**src/rtl/muldiv_pkg.sv**
```systemverilog
// Shared types and constants for the iterative RISC-V M-extension unit.
// The divide datapath is built only when MULDIV_DIV_EN is defined.
package muldiv_pkg;

  localparam int XLEN   = 32;
  localparam int ITER_W = 5;

  typedef enum logic [2:0] {
    OP_MUL    = 3'd0,
    OP_MULH   = 3'd1,
    OP_MULHSU = 3'd2,
    OP_MULHU  = 3'd3,
    OP_DIV    = 3'd4,
    OP_DIVU   = 3'd5,
    OP_REM    = 3'd6,
    OP_REMU   = 3'd7
  } mdOp_e;

  typedef enum logic [1:0] {
    MD_IDLE = 2'd0,
    MD_BUSY = 2'd1,
    MD_DONE = 2'd2
  } mdState_e;

  // Two's-complement negation when neg is set, pass-through otherwise.
  function automatic logic [XLEN-1:0] negIf(input logic [XLEN-1:0] value, input logic neg);
    return neg ? (~value + XLEN'(1)) : value;
  endfunction

endpackage

```
**src/rtl/md_iter_datapath.sv**
```systemverilog
// One radix-2 step per enabled cycle: shift-add multiply or restoring divide.
// The divide step exists only when MULDIV_DIV_EN is defined.
module md_iter_datapath
  import muldiv_pkg::*;
(
  input  logic            clk,
  input  logic            reset_n,
  input  logic            load,
  input  logic            step,
  input  logic            isDiv,
  input  logic [XLEN-1:0] loadA,
  input  logic [XLEN-1:0] loadB,
  output logic [XLEN-1:0] hiNext,
  output logic [XLEN-1:0] loNext
);

  // hi holds the product accumulator / partial remainder, lo the multiplier / dividend-quotient.
  logic [XLEN:0]   hiReg;
  logic [XLEN:0]   hiStep;
  logic [XLEN:0]   mulSum;
  logic [XLEN-1:0] loReg;
  logic [XLEN-1:0] loStep;
  logic [XLEN-1:0] bReg;

`ifdef MULDIV_DIV_EN
  logic [XLEN:0] divShift;
  logic [XLEN:0] divDiff;
`else
  logic unusedIsDiv;
  assign unusedIsDiv = isDiv;
`endif

  always_comb begin
    mulSum = hiReg + (loReg[0] ? {1'b0, bReg} : '0);
    hiStep = {1'b0, mulSum[XLEN:1]};
    loStep = {mulSum[0], loReg[XLEN-1:1]};
`ifdef MULDIV_DIV_EN
    divShift = {hiReg[XLEN-1:0], loReg[XLEN-1]};
    divDiff  = divShift - {1'b0, bReg};
    if (isDiv) begin
      // A clear sign bit means the trial subtraction fits, so keep it.
      if (!divDiff[XLEN]) begin
        hiStep = divDiff;
        loStep = {loReg[XLEN-2:0], 1'b1};
      end else begin
        hiStep = divShift;
        loStep = {loReg[XLEN-2:0], 1'b0};
      end
    end
`endif
  end

  assign hiNext = hiStep[XLEN-1:0];
  assign loNext = loStep;

  always_ff @(posedge clk or negedge reset_n) begin
    if (!reset_n) begin
      hiReg <= '0;
      loReg <= '0;
      bReg  <= '0;
    end else if (load) begin
      hiReg <= '0;
      loReg <= loadA;
      bReg  <= loadB;
    end else if (step) begin
      hiReg <= hiStep;
      loReg <= loStep;
    end
  end

endmodule

```
**src/rtl/muldiv_sequencer.sv**
```systemverilog
// Sequencer for the iterative M-extension unit: FSM, iteration counter, stall/done and flush.
// Define MULDIV_DIV_EN to build the divide ops; otherwise ops 4-7 complete at once with result 0.
module muldiv_sequencer
  import muldiv_pkg::*;
(
  input  logic            clk,
  input  logic            reset_n,
  input  logic            StartE,
  input  logic [2:0]      OpE,
  input  logic [XLEN-1:0] SrcAE,
  input  logic [XLEN-1:0] SrcBE,
  input  logic            FlushE,
  output logic            StallMD,
  output logic            DoneMD,
  output logic [XLEN-1:0] ResultMD
);

  localparam logic [1:0] IDLE = MD_IDLE;
  localparam logic [1:0] BUSY = MD_BUSY;
  localparam logic [1:0] DONE = MD_DONE;

  logic [1:0]        stateReg;
  logic [ITER_W-1:0] cntReg;
  logic [2:0]        opReg;
  logic              aNegReg;
  logic              bNegReg;
  logic [XLEN-1:0]   resultReg;

  logic              aNegE;
  logic              bNegE;
  logic              accept;
  logic              stepEn;
  logic              lastStep;
  logic              skipBusy;
  logic [XLEN-1:0]   skipResult;
  logic [XLEN-1:0]   hiNext;
  logic [XLEN-1:0]   loNext;
  logic [2*XLEN-1:0] prodFin;
  logic [XLEN-1:0]   mulResult;
  logic [XLEN-1:0]   finalResult;

  // MULHSU treats only rs1 as signed; MUL needs no sign handling for its low half.
  assign aNegE = SrcAE[XLEN-1] & ((OpE == OP_MULH) | (OpE == OP_MULHSU) | (OpE == OP_DIV) | (OpE == OP_REM));
  assign bNegE = SrcBE[XLEN-1] & ((OpE == OP_MULH) | (OpE == OP_DIV) | (OpE == OP_REM));

  assign accept   = (stateReg == IDLE) & StartE & ~FlushE;
  assign stepEn   = (stateReg == BUSY) & ~FlushE;
  assign lastStep = stepEn & (cntReg == '0);

`ifdef MULDIV_DIV_EN
  logic divZero;
  logic divOvf;
  always_comb begin
    divZero  = (SrcBE == '0);
    divOvf   = ((OpE == OP_DIV) | (OpE == OP_REM)) & (SrcAE == {1'b1, {(XLEN-1){1'b0}}}) & (SrcBE == '1);
    skipBusy = OpE[2] & (divZero | divOvf);
    if (divZero) skipResult = OpE[1] ? SrcAE : '1;
    else         skipResult = OpE[1] ? '0 : {1'b1, {(XLEN-1){1'b0}}};
  end
`else
  assign skipBusy   = OpE[2];
  assign skipResult = '0;
`endif

  md_iter_datapath uDatapath (
    .clk     (clk),
    .reset_n (reset_n),
    .load    (accept),
    .step    (stepEn),
    .isDiv   (opReg[2]),
    .loadA   (negIf(SrcAE, aNegE)),
    .loadB   (negIf(SrcBE, bNegE)),
    .hiNext  (hiNext),
    .loNext  (loNext)
  );

  // The sign fix-up is applied to the last step's combinational output so DONE carries no extra cycle.
  always_comb begin
    prodFin     = (aNegReg ^ bNegReg) ? (~{hiNext, loNext} + 64'd1) : {hiNext, loNext};
    mulResult   = (opReg == OP_MUL) ? prodFin[XLEN-1:0] : prodFin[2*XLEN-1:XLEN];
    finalResult = mulResult;
`ifdef MULDIV_DIV_EN
    if (opReg[2]) finalResult = opReg[1] ? negIf(hiNext, aNegReg) : negIf(loNext, aNegReg ^ bNegReg);
`endif
  end

  always_ff @(posedge clk or negedge reset_n) begin
    if (!reset_n) begin
      stateReg  <= IDLE;
      cntReg    <= '0;
      opReg     <= '0;
      aNegReg   <= 1'b0;
      bNegReg   <= 1'b0;
      resultReg <= '0;
    end else begin
      case (stateReg)
        IDLE: if (accept) begin
          opReg   <= OpE;
          aNegReg <= aNegE;
          bNegReg <= bNegE;
          cntReg  <= ITER_W'(XLEN - 1);
          if (skipBusy) begin
            stateReg  <= DONE;
            resultReg <= skipResult;
          end else begin
            stateReg  <= BUSY;
          end
        end
        BUSY: if (FlushE) begin
          stateReg <= IDLE;
        end else begin
          cntReg <= cntReg - ITER_W'(1);
          if (lastStep) begin
            stateReg  <= DONE;
            resultReg <= finalResult;
          end
        end
        default: stateReg <= IDLE;
      endcase
    end
  end

  assign StallMD  = reset_n & (accept | stepEn);
  assign DoneMD   = (stateReg == DONE);
  assign ResultMD = DoneMD ? resultReg : '0;

endmodule

```
**config.mk**
```make
export PLATFORM = sky130hd
export DESIGN_NAME = muldiv_sequencer
export DESIGN_NICKNAME = d
export VERILOG_FILES = /design/src/rtl/muldiv_pkg.sv /design/src/rtl/md_iter_datapath.sv /design/src/rtl/muldiv_sequencer.sv
export SDC_FILE = /design/constraint.sdc
export NUM_CORES = 1
export LEC_CHECK = 0
export ABC_CLOCK_PERIOD_IN_PS = 4600
export BUFFER_PORTS_ARGS = -buffer_cell sky130_fd_sc_hd__buf_4
export CAP_MARGIN = 10
export CORE_MARGIN = 4
export CORE_UTILIZATION = 35
export CTS_BUF_LIST = sky130_fd_sc_hd__clkbuf_8
export CTS_CLUSTER_SIZE = 40
export DETAILED_ROUTE_END_ITERATION = 8
export PLACE_DENSITY = 0.56
export SLEW_MARGIN = 25
export SYNTH_ARGS = -nofsm -noshare
export SYNTH_HDL_FRONTEND = slang
export SYNTH_HIERARCHICAL = 1
export SYNTH_SLANG_ARGS = --single-unit
```
**constraint.sdc**
```tcl
create_clock -name clk -period 4.6 [get_ports clk]
set_input_delay 0.92 -clock clk [delete_from_list [all_inputs] [get_ports clk]]
set_output_delay 0.92 -clock clk [all_outputs]
set_load 0.01 [all_outputs]
```
==> results by group, run 1 <==
Die
  – Die Ht: 190 um
  – Ports: 105
  – Starting density of the core: 0.356
  – Standard-cell rows: 66
  – Floorplan die area: 36200 um^2
  – Core outline area: 32600 um^2
  – Die X-Extent: 190 um

Clocking
  – CTS clk-pin slew, worst paths: 110 ps
  – Clock root buffer: clkbuf_8
  – Worst-case clock buffer depth: 2
  – Worst-Skew Late Latency: 470 ps
  – Clock Sinks: 140
  – H-tree levels: 4
  – Count of hold buffers inserted by post-cts repair: 0
  – Clock tree from TritonCTS: built
  – TritonCTS buffer count: 17

Timing
  – Hold violation total from the final report: 0
  – Actual slew at the worst max-slew pin: 939 ps
  – Maximum operating frequency: 228 MHz
  – Final-layout setup total negative slack: 0 ps
  – Final worst-path setup slack: 205 ps
  – Post-route clock skew: 13.8 ps
  – Tightest slew margin relative to the limit: 0.369
  – Post-Route Hold Slack: 308 ps
  – Post-layout min period: 4390 ps
  – Number of failing setup endpoints in the final timing report: 0
  – Number of pins with negative max-slew slack in the final report: 0
  – Period Utilization, post-route: 0.955

Worst setup path
  – Data arrival time at the worst-slack endpoint: 4750 ps
  – Start of the worst register-to-register path: uDatapath/loReg[0]$_DFFE_PN0P_
  – Cell with the biggest individual delay on the critical path: or4_4
  – Critical path start-end classification: reg2reg
  – Number of buffer and inverter stages on the critical path: 1
  – Required @ worst endpoint: 4950 ps
  – Crit path launch: uDatapath/loReg[0]$_DFFE_PN0P_
  – Type of destination of the critical path: register
  – Cell-by-cell trace of the critical path: buf_4 > and2_1 > ha_2 > o211ai_1 > o211ai_1 > a21boi_2 > o31ai_4 > a41oi_2 > xnor2_1 > or4_4 > or4_4 > or4_1 > mux2_2 > o221ai_1 > o31ai_1
  – Family of cells with the greatest summed delay on the critical path: simple AND/OR/NAND/NOR gates
  – Worst Path Max Fanout: 8
  – Critical path startpoint category: register
  – CP peak stage delay: 550 ps

Cells and area
  – FILL cells: 3301
  – Final antenna diode count: 0
  – Synth-to-layout area growth: 15.8%
  – Layout cell share with drive strength beyond 1: 0.188
  – Layout Cell Area excl Fill: 13500 um^2
  – Final core utilization: 0.413
  – Post-layout nets: 1578

Pwr
  – Static leakage: 0.00577 uW
  – P per Cell Area: 389 nW/um^2
  – Maximum VDD drop: 0.000200 V

Detailed routing
  – Routed via count: 10688
  – Iter 0 DRT Violations: 839
  – Final WL: 37.2 mm
  – Per-cell routed wire length: 19.4 um
  – Via count normalized by instance count: 5.56
  – DRC: 0
  – Final ANT Viol Nets: 0
  – Detailed-routing iteration count for the pre-antenna-repair pass: 6

Synth
  – Register area share after synthesis: 0.302
  – Cell taking the most area after synthesis: dfrtp_1
  – Post-synth top area share: 0.302
  – Mapped Cells: 1387
  – Cell types with the largest area share after synthesis: dfrtp_1 30%, xnor2_1 5.1%, xor2_1 5.0%
  – Fraction of registers with async set or reset after synthesis: 1.00
  – Number of enable flip-flop cells after synthesis: 0
  – Unique masters post-synth: 83
  – Synth warnings: 6
  – Cell area after technology mapping: 11600 um^2
  – Net count after synthesis: 1496
  – Average footprint of a synthesized cell: 8.38 um^2
  – #FFs+latches synth: 140
  – Dominant register cell in the synthesized netlist: dfrtp_1

Run
  – Reported max-cap violation count: 0

Global routing
  – Initial antenna violation count: 1
  – Final global-route overflow total: 0
  – Pin count of the biggest net entering global routing: 59
  – First-pass GRT wire length: 59.3 mm
  – Vias in the first global route: 10442
  – All-Layer GR Usage: 0.205

Placement
  – DPL Wire Length: 28.6 mm
  – Post-detailed-placement cell area: 12900 um^2
  – Placer Congestion: 0.957
  – Worst slack after detailed placement: -30.6 ps
  – IO Port Bufs: 104

Outcome
  – Status: complete, no violations

Worst hold path
  – Class of the tightest hold or removal check: in2async
==> cells in the mapped netlist (31+ instances only) <==
| cell type | instances |
|---|---|
| ha_1 | 37 |
| nand2_1 | 125 |
| nor2_1 | 112 |
| inv_1 | 31 |
| buf_4 | 33 |
| mux2i_1 | 54 |
| clkbuf_1 | 43 |
| nor3_1 | 41 |
| mux2_2 | 33 |
| xnor2_1 | 67 |
| xor2_1 | 66 |
| and2_1 | 70 |
| a21oi_1 | 104 |
| o21ai_0 | 105 |
| dfrtp_1 | 140 |
==> cells by family after synthesis <==
family                     count (synthesis)  synth area share
AOI/OAI and AO/OA                        356             0.195
DFF                                      140             0.302
buffers and inverters                    129            0.0533
muxes                                     87            0.0785
xor gates and xnor gates                 133             0.100
adders and majority gates                 38            0.0416
and+or+nand+nor                          504             0.229
==> layout by cell type (no fill, tap or decap), drive strengths merged, types with 6 or more instances in the layout <==
cell type,instances
nor3,43
nor2b,7
o21ai,106
or3,23
inv,43
and2,71
nand3b,8
buf,160
o211ai,10
nor2,112
nand2b,8
o31ai,17
ha,37
a41oi,6
o21a,8
dfrtp,140
nand2,125
mux2i,54
a21oi,106
o41ai,8
and3,10
a31oi,13
nand4,15
xor2,66
xnor2,67
nor4,27
a211oi,9
a22oi,12
clkbuf,17
nand3,20
and4,6
or4,12
mux2,33
a21o,12
==> layout make-up <==
cell class / instances / area [um^2] / share of cell area
repair buffers: 160 / 1220 / 0.0905
flip-flops and latches: 140 / 3500 / 0.260
clock buffers: 17 / 234 / 0.0174
multi-input cells: 1118 / 7660 / 0.569
well taps: 442 / 553 / 0.0411
inverters: 32 / 123 / 0.00911
clock inverters: 15 / 170 / 0.0126
==> metrics by stage <==
| step | power [uW] | std cells |
|---|---|---|
| floorplan | 3260 | 1387 |
| global placement | 4050 | 1890 |
| detailed placement | 4070 | 1890 |
| CTS | 5160 | 1922 |
| global route | 5550 | 1924 |
| finish | 5230 | 1924 |
==> where the power goes <==
part           leakage, uW  internal [uW]  switching (uW)
clock             0.000207            460             620
combinational      0.00377            964            1500
sequential         0.00180           1430             252
total              0.00577           2850            2380
==> registers in the layout, indices dropped and copies added (netlist names) <==
signal           count
aNegReg              1
uDatapath/loReg     32
resultReg           32
uDatapath/hiReg     32
uDatapath/bReg      32
opReg                3
cntReg               5
stateReg             2
bNegReg              1
==> repair_timing <==
| item | CTS | global route |
|---|---|---|
| resized for setup | 2 | 24 |
| setup endpoints to repair | 2 | 7 |
| pin swaps | 0 | 8 |
| buffers inserted | 0 | 2 |
==> routing by layer <==
layer	global-route usage	part of all wire
met1	0.294	0.47
met2	0.319	0.44
met4	0.0572	0.025
met3	0.0354	0.062
met5	0	0
==> worst paths after layout <==
path / to / slack (ps) / cells past startpoint
worst max-delay path: resultReg[30]$_DFFE_PN0P_ / 210 / 15
worst min-delay path: resultReg[10]$_DFFE_PN0P_ / 310 / 1
worst max register to register: resultReg[30]$_DFFE_PN0P_ / 210 / 15
worst min register to register: resultReg[21]$_DFFE_PN0P_ / 490 / 2
max in group asynchronous: uDatapath/hiReg[26]$_DFFE_PN0P_ / 3160 / 2
min in group clk: resultReg[21]$_DFFE_PN0P_ / 490 / 2
Power figures use the tool's default switching activity.
==> run 2, diff against run 1 <==
SYNTH_HIERARCHICAL = default   (was 1)
==> run 2 against run 1 <==
Effect of this change: sequential power is 3% lower; via count is 1.4% lower; worst hold slack better by 29 ps; first-iteration DRC count is 7.9% lower; clock-buffer cell count is 1 higher; largest cell class unchanged; largest power group unchanged.
==> results by group, run 2 <==
Cells and area
  – Post-layout nets: 1555 (was 1578)
  – Final core utilization: 0.416 (was 0.413)
  – Final antenna diode count: 0 (unchanged)
  – Commonest cells after routing, fill and taps aside: 198 x nand2_1, 140 x dfrtp_1, 140 x buf_4 (was 158 x buf_4, 139 x dfrtp_1, 124 x nand2_1)
  – Layout cell share with drive strength beyond 1: 0.150 (was 0.188)
  – Most common library cell in the layout ignoring fill and taps: nand2_1 (was buf_4)
  – Synth-to-layout area growth: 16.1% (was 15.8%)

Pwr
  – P per Cell Area: 378 nW/um^2 (was 389 nW/um^2)
  – Relative contribution of combinational cells to total power: 0.448 (was 0.472)
  – Switching part of the total power: 0.435 (was 0.454)
  – Static leakage: 0.00557 uW (was 0.00577 uW)
  – Pint: 2750 uW (was 2850 uW)
  – Maximum VDD drop: 0.000178 V (was 0.000200 V)
  – Net switching power figure: 2110 uW (was 2380 uW)
  – Proportion of power drawn by the clock network: 0.216 (was 0.207)
  – Sequential fraction of design power: 0.336 (was 0.321)

Timing
  – Number of pins with negative max-slew slack in the final report: 0 (unchanged)
  – Number of failing setup endpoints in the final timing report: 0 (unchanged)
  – Actual slew at the worst max-slew pin: 910 ps (was 939 ps)
  – Period Utilization, post-route: 0.950 (was 0.955)
  – Post-layout min period: 4370 ps (was 4390 ps)
  – Hold violation total from the final report: 0 (unchanged)
  – Final-layout setup total negative slack: 0 ps (unchanged)
  – Tightest slew margin relative to the limit: 0.393 (was 0.369)
  – RSZ-0062 raised after global routing: no
  – Post-route clock skew: 18.9 ps (was 13.8 ps)
  – Maximum operating frequency: 229 MHz (was 228 MHz)

Worst setup path
  – Critical path startpoint category: register (unchanged)
  – Required @ worst endpoint: 4960 ps (was 4950 ps)
  – Critical path start-end classification: reg2reg (unchanged)
  – Worst Path Max Fanout: 5 (was 8)
  – Type of destination of the critical path: register (unchanged)
  – Data arrival time at the worst-slack endpoint: 4730 ps (was 4750 ps)

Detailed routing
  – DRC: 0 (unchanged)
  – Per-cell routed wire length: 19.3 um (was 19.4 um)
  – Via count normalized by instance count: 5.68 (was 5.56)
  – Final WL: 35.7 mm (was 37.2 mm)
  – Final ANT Viol Nets: 0 (unchanged)
  – Iter 0 DRT Violations: 773 (was 839)
  – Routed via count: 10540 (was 10688)
  – Detailed-routing iteration count for the pre-antenna-repair pass: 5 (was 6)

Die
  – Floorplan die area: 34600 um^2 (was 36200 um^2)
  – Ports: 105 (unchanged)
  – Starting density of the core: 0.359 (was 0.356)
  – Die X-Extent: 186 um (was 190 um)
  – Core outline area: 30900 um^2 (was 32600 um^2)
  – Die Ht: 186 um (was 190 um)
  – Standard-cell rows: 64 (was 66)

Clocking
  – Worst-case clock buffer depth: 2 (unchanged)
  – Clock Sinks: 140 (unchanged)
  – H-tree levels: 4 (unchanged)
  – Worst-Skew Late Latency: 470 ps (about the same)
  – Clock root buffer: clkbuf_8 (unchanged)
  – Clock tree from TritonCTS: built (unchanged)
  – TritonCTS buffer count: 17 (unchanged)
  – Count of hold buffers inserted by post-cts repair: 0 (unchanged)
  – CTS clk-pin slew, worst paths: 90 ps (was 110 ps)

Synth
  – Leading post-synthesis cells by instance count: 198 x nand2_1, 140 x dfrtp_1, 97 x nor2_1 (was 140 x dfrtp_1, 125 x nand2_1, 112 x nor2_1)
  – Synth warnings: 0 (was 6)
  – Mapped Cells: 1366 (was 1387)
  – Cell types with the largest area share after synthesis: dfrtp_1 32%, nand2_1 6.7%, xnor2_1 5.5% (was dfrtp_1 30%, xnor2_1 5.1%, xor2_1 5.0%)
  – Cell area after technology mapping: 11100 um^2 (was 11600 um^2)
  – Net count after synthesis: 1475 (was 1496)
  – Average footprint of a synthesized cell: 8.12 um^2 (was 8.38 um^2)
  – Fraction of registers with async set or reset after synthesis: 1.00 (unchanged)
  – Dominant register cell in the synthesized netlist: dfrtp_1 (unchanged)
  – Cell taking the most area after synthesis: dfrtp_1 (unchanged)
  – Unique masters post-synth: 74 (was 83)
  – #FFs+latches synth: 140 (unchanged)
  – Number of enable flip-flop cells after synthesis: 0 (unchanged)
  – Register area share after synthesis: 0.316 (was 0.302)
  – Most common cell in the netlist: nand2_1 (was dfrtp_1)
  – Post-synth top area share: 0.316 (was 0.302)

Run
  – Reported max-cap violation count: 0 (unchanged)

Global routing
  – Final global-route overflow total: 0 (unchanged)
  – All-Layer GR Usage: 0.206 (was 0.205)
  – Pin count of the biggest net entering global routing: 70 (was 59)
  – Initial antenna violation count: 0 (was 1)
  – Vias in the first global route: 9808 (was 10442)
  – First-pass GRT wire length: 56.4 mm (was 59.3 mm)

Outcome
  – Status: complete, no violations (unchanged)

Placement
  – IO Port Bufs: 104 (unchanged)
  – DPL Wire Length: 27.2 mm (was 28.6 mm)
  – Placer Congestion: 0.908 (was 0.957)

Worst hold path
  – Class of the tightest hold or removal check: in2async (unchanged)
## run 2: changes by cell type in the layout (fill, tap and decap cells not counted), moves of 21 or more
cell,previous run,this run
mux2i_1,54,5
a22o_1,5,33
a21oi_1,99,78
mux2_2,33,2
a31oi_1,11,37
nand2_1,124,198
## run 2: power by group through the flow
| stage | sequential [uW] | clock (uW) | combinational [uW] |
|---|---|---|---|
| 5_1_grt | 1660 | 1120 | 2400 |
| 3_3_place_gp | 1650 | 0 | 2140 |
| 6_report | 1630 | 1050 | 2180 |
| 2_1_floorplan | 1560 | 0 | 1530 |
| 3_5_place_dp | 1650 | 0 | 2160 |
| 4_1_cts | 1630 | 1070 | 2170 |
## run 2: cell type report
| type | count | area (um^2) |
|---|---|---|
| Clock buffer | 18 | 248 |
| Clock inverter | 14 | 146 |
| Fill cell | 3201 | 18000 |
| Inverter | 20 | 75.1 |
| Multi-Input combinational cell | 1123 | 7280 |
| Sequential cell | 140 | 3500 |
| Tap cell | 396 | 495 |
| Timing Repair Buffer | 144 | 1120 |
## run 2: layer usage
metal  wire (um)  vias to the layer above  track usage
met5           0                        -            0
met4         697                        0       0.0475
met3        1900                       40       0.0303
met2       15800                      308        0.314
met1       17300                     5057        0.309
li1            -                     5135            -
## run 2: worst paths after layout
kind | startpoint | endpoint | slack, ps | depth (start not counted)
max | uDatapath.loReg[0]$_DFFE_PN0N_ | resultReg[30]$_DFFE_PN0P_ | 230 | 13
min | reset_n | uDatapath.hiReg[2]$_DFFE_PN0N_ | 340 | 1
max reg2reg | uDatapath.loReg[0]$_DFFE_PN0N_ | resultReg[30]$_DFFE_PN0P_ | 230 | 13
min reg2reg | uDatapath.bReg[14]$_DFFE_PN0P_ | uDatapath.bReg[14]$_DFFE_PN0P_ | 480 | 2
max in group asynchronous | reset_n | uDatapath.loReg[9]$_DFFE_PN0N_ | 3010 | 2
min in group clk | uDatapath.bReg[14]$_DFFE_PN0P_ | uDatapath.bReg[14]$_DFFE_PN0P_ | 480 | 2
## run 2: cells by family after synthesis
| kind of cell | synth area share |
|---|---|
| fa+ha+maj | 0.0436 |
| xor+xnor | 0.106 |
| compound gates | 0.258 |
| mux | 0.00655 |
| buf+inv | 0.0355 |
| flops | 0.316 |
| simple gates | 0.234 |
## run 2: through the flow
| stage | instance area [um^2] | std cells | setup WS (ps) | total power [uW] | hold WS (ps) |
|---|---|---|---|---|---|
| 3_3_place_gp | 12400 | 1823 | 242 | 3790 | 456 |
| 6_report | 12900 | 1855 | 229 | 4860 | 338 |
| 5_1_grt | 12900 | 1855 | 32.3 | 5190 | 340 |
| 2_1_floorplan | 11100 | 1366 | 393 | 3090 | 438 |
| 3_5_place_dp | 12400 | 1823 | 192 | 3810 | 464 |
| 4_1_cts | 12800 | 1855 | 168 | 4870 | 330 |
## run 2: worst max-delay path, cell delays in order, from the launching register on
cell       delay (ps)
dfrtp_1           450
and2_1            160
ha_1              220
fa_1              520
or4_1             560
nor4_2            230
or4b_4            570
a21oi_1           150
nor4b_1           300
nand4bb_1         280
nor4_2            360
a211o_1           180
nand3_1            60
a32o_1            210
## run 2: repair_timing
action	4_1_cts	5_1_grt
gates resized for setup	0	7
hold endpoints to repair	0	0
buffers inserted	0	0
setup endpoints to repair	0	9
==> run 3, diff against run 2 <==
==> constraint.sdc (replaced) <==
create_clock -name clk -period 4.6 [get_ports clk]
set_input_delay 1.15 -clock clk [delete_from_list [all_inputs] [get_ports clk]]
set_output_delay 1.15 -clock clk [all_outputs]
set_load 0.01 [all_outputs]
==> run 3 against run 2 <==
Effect of this change: critical path depth did not move; sequential share of layout area barely moved; clock-buffer cell count unchanged; non-clock buffer count grew 1; via count grew 1.1%; global-route usage down 0.37 points; total power increased by 0.92%; register-to-register slack lost 50 ps; critical endpoint is now resultReg[28]$_DFFE_PN0P_; largest cell class unchanged.
==> results by group, run 3 (synthesis results as in run 2) <==
Die
  – Standard-cell rows: 64 (unchanged)
  – Starting density of the core: 0.359 (unchanged)
  – Ports: 105 (unchanged)
  – Core outline area: 30900 um^2 (unchanged)
  – Die Ht: 186 um (unchanged)
  – Die X-Extent: 186 um (unchanged)
  – Floorplan die area: 34600 um^2 (unchanged)

Timing
  – Final worst-path setup slack: 181 ps (was 229 ps)
  – Post-route clock skew: 22.8 ps (was 18.9 ps)
  – Number of pins with negative max-slew slack in the final report: 0 (unchanged)
  – Number of failing setup endpoints in the final timing report: 0 (unchanged)
  – Period Utilization, post-route: 0.961 (was 0.950)
  – Tightest slew margin relative to the limit: 0.360 (was 0.393)
  – Final-layout setup total negative slack: 0 ps (unchanged)
  – RSZ-0062 raised after global routing: no (unchanged)
  – Hold violation total from the final report: 0 (unchanged)
  – Maximum operating frequency: 226 MHz (was 229 MHz)
  – Actual slew at the worst max-slew pin: 956 ps (was 910 ps)
  – Post-layout min period: 4420 ps (was 4370 ps)

Cells and area
  – Most common library cell in the layout ignoring fill and taps: nand2_1 (unchanged)
  – Final core utilization: 0.417 (was 0.416)
  – Commonest cells after routing, fill and taps aside: 198 x nand2_1, 141 x buf_4, 140 x dfrtp_1 (was 198 x nand2_1, 140 x dfrtp_1, 140 x buf_4)
  – Synth-to-layout area growth: 16.2% (was 16.1%)
  – Area taken by flip-flops and latches: 3500 um^2 (unchanged)
  – Post-layout nets: 1556 (was 1555)
  – Footprint of the multi-input gates: 7270 um^2 (was 7280 um^2)
  – Layout cell share with drive strength beyond 1: 0.149 (was 0.150)
  – Final antenna diode count: 0 (unchanged)
  – FILL cells: 3203 (was 3201)

Pwr
  – Static leakage: 0.00557 uW (about the same)
  – Switching part of the total power: 0.430 (was 0.435)
  – Relative contribution of combinational cells to total power: 0.447 (was 0.448)
  – Proportion of power drawn by the clock network: 0.221 (was 0.216)
  – Maximum VDD drop: 0.000186 V (was 0.000178 V)
  – Pint: 2800 uW (was 2750 uW)
  – P per Cell Area: 381 nW/um^2 (was 378 nW/um^2)
  – Net switching power figure: 2110 uW (about the same)
  – Sequential fraction of design power: 0.332 (was 0.336)

Placement
  – Placer Congestion: 0.908 (about the same)
  – Worst slack after detailed placement: 140 ps (was 192 ps)
  – DPL Wire Length: 27.1 mm (was 27.2 mm)
  – IO Port Bufs: 104 (unchanged)

Outcome
  – Status: complete, no violations (unchanged)

Worst setup path
  – Critical path startpoint category: register (unchanged)
  – Required @ worst endpoint: 4910 ps (was 4960 ps)
  – Worst Path Max Fanout: 7 (was 5)
  – R2R Setup Slk: 180 ps (was 230 ps)
  – Critical path start-end classification: reg2reg (unchanged)
  – Type of destination of the critical path: register (unchanged)
  – Data arrival time at the worst-slack endpoint: 4730 ps (about the same)

Clocking
  – Worst-case clock buffer depth: 2 (unchanged)
  – Number of buffers inserted to repair setup after CTS: 0 (unchanged)
  – Clock root buffer: clkbuf_8 (unchanged)
  – Clock Sinks: 140 (unchanged)
  – H-tree levels: 4 (unchanged)
  – TritonCTS buffer count: 17 (unchanged)
  – Clock tree from TritonCTS: built (unchanged)
  – CTS clk-pin slew, worst paths: 90 ps (about the same)
  – Worst-Skew Late Latency: 470 ps (about the same)

Worst hold path
  – Class of the tightest hold or removal check: reg2reg (was in2async)

Run
  – Reported max-cap violation count: 0 (unchanged)

Global routing
  – Final global-route overflow total: 0 (unchanged)
  – Vias in the first global route: 9840 (was 9808)
  – Initial antenna violation count: 0 (unchanged)
  – All-Layer GR Usage: 0.202 (was 0.206)
  – First-pass GRT wire length: 55.6 mm (was 56.4 mm)
  – Pin count of the biggest net entering global routing: 68 (was 70)

Detailed routing
  – Detailed-routing iteration count for the pre-antenna-repair pass: 5 (unchanged)
  – Via count normalized by instance count: 5.74 (was 5.68)
  – Final ANT Viol Nets: 0 (unchanged)
  – Routed via count: 10652 (was 10540)
  – Iter 0 DRT Violations: 968 (was 773)
  – Per-cell routed wire length: 19.1 um (was 19.3 um)
  – DRC: 0 (unchanged)
  – Final WL: 35.4 mm (was 35.7 mm)
-- run 3: layout make-up --
| type | instances | area share |
|---|---|---|
| well taps | 396 | 0.0385 |
| inverters | 20 | 0.00583 |
| clock inverters | 14 | 0.0122 |
| flip-flops and latches | 140 | 0.272 |
| multi-input cells | 1123 | 0.565 |
| clock buffers | 18 | 0.0192 |
| repair buffers | 145 | 0.0877 |
-- run 3: worst max-delay path: stages (launching register included) --
cell	delay [ps]
dfrtp_1	460
and2_1	180
ha_1	230
fa_1	460
a211oi_1	290
or3_1	230
a21oi_2	100
or3_1	340
a2111o_1	500
or3_4	400
or4_4	530
o41ai_2	240
xor2_1	170
o221ai_1	120
-- run 3: what timing repair did --
action | CTS | global route
gates resized for setup | 0 | 5
hold buffers | 0 | 0
setup endpoints to repair | 0 | 8
-- run 3: power by group through the flow --
stage	logic, uW	clock network (uW)	registers, uW
after detailed placement	2160	0	1650
after floorplan	1530	0	1560
after CTS	2180	1100	1630
final	2190	1080	1630
after global routing	2410	1160	1660
after global placement	2150	0	1650
-- run 3: path summary, 6_finish.rpt --
check | endpoint | startpoint | cells after the start
max in group asynchronous | uDatapath.hiReg[1]$_DFFE_PN0N_ | reset_n | 2
setup reg to reg | resultReg[28]$_DFFE_PN0P_ | uDatapath.loReg[0]$_DFFE_PN0N_ | 13
setup / recovery | resultReg[28]$_DFFE_PN0P_ | uDatapath.loReg[0]$_DFFE_PN0N_ | 13
hold / removal | uDatapath.bReg[10]$_DFFE_PN0P_ | uDatapath.bReg[10]$_DFFE_PN0P_ | 2
min in group asynchronous | resultReg[8]$_DFFE_PN0P_ | reset_n | 1
hold reg to reg | uDatapath.bReg[10]$_DFFE_PN0P_ | uDatapath.bReg[10]$_DFFE_PN0P_ | 2
-- run 3: layer usage --
layer | GRT usage | vias to the layer above | part of all wire
li1 | - | 5148 | -
met4 | 0.0455 | 0 | 0.017
met2 | 0.308 | 336 | 0.44
met5 | 0 | - | 0
met3 | 0.0215 | 34 | 0.054
met1 | 0.309 | 5134 | 0.49
-- run 3: stage by stage --
step           cells  hold WS (ps)  power [uW]  cell area [um^2]
2_1_floorplan   1366           438        3090             11100
3_3_place_gp    1824           456        3800             12400
3_5_place_dp    1824           465        3810             12400
4_1_cts         1856           485        4900             12900
5_1_grt         1856           510        5230             12900
6_report        1856           484        4910             12900
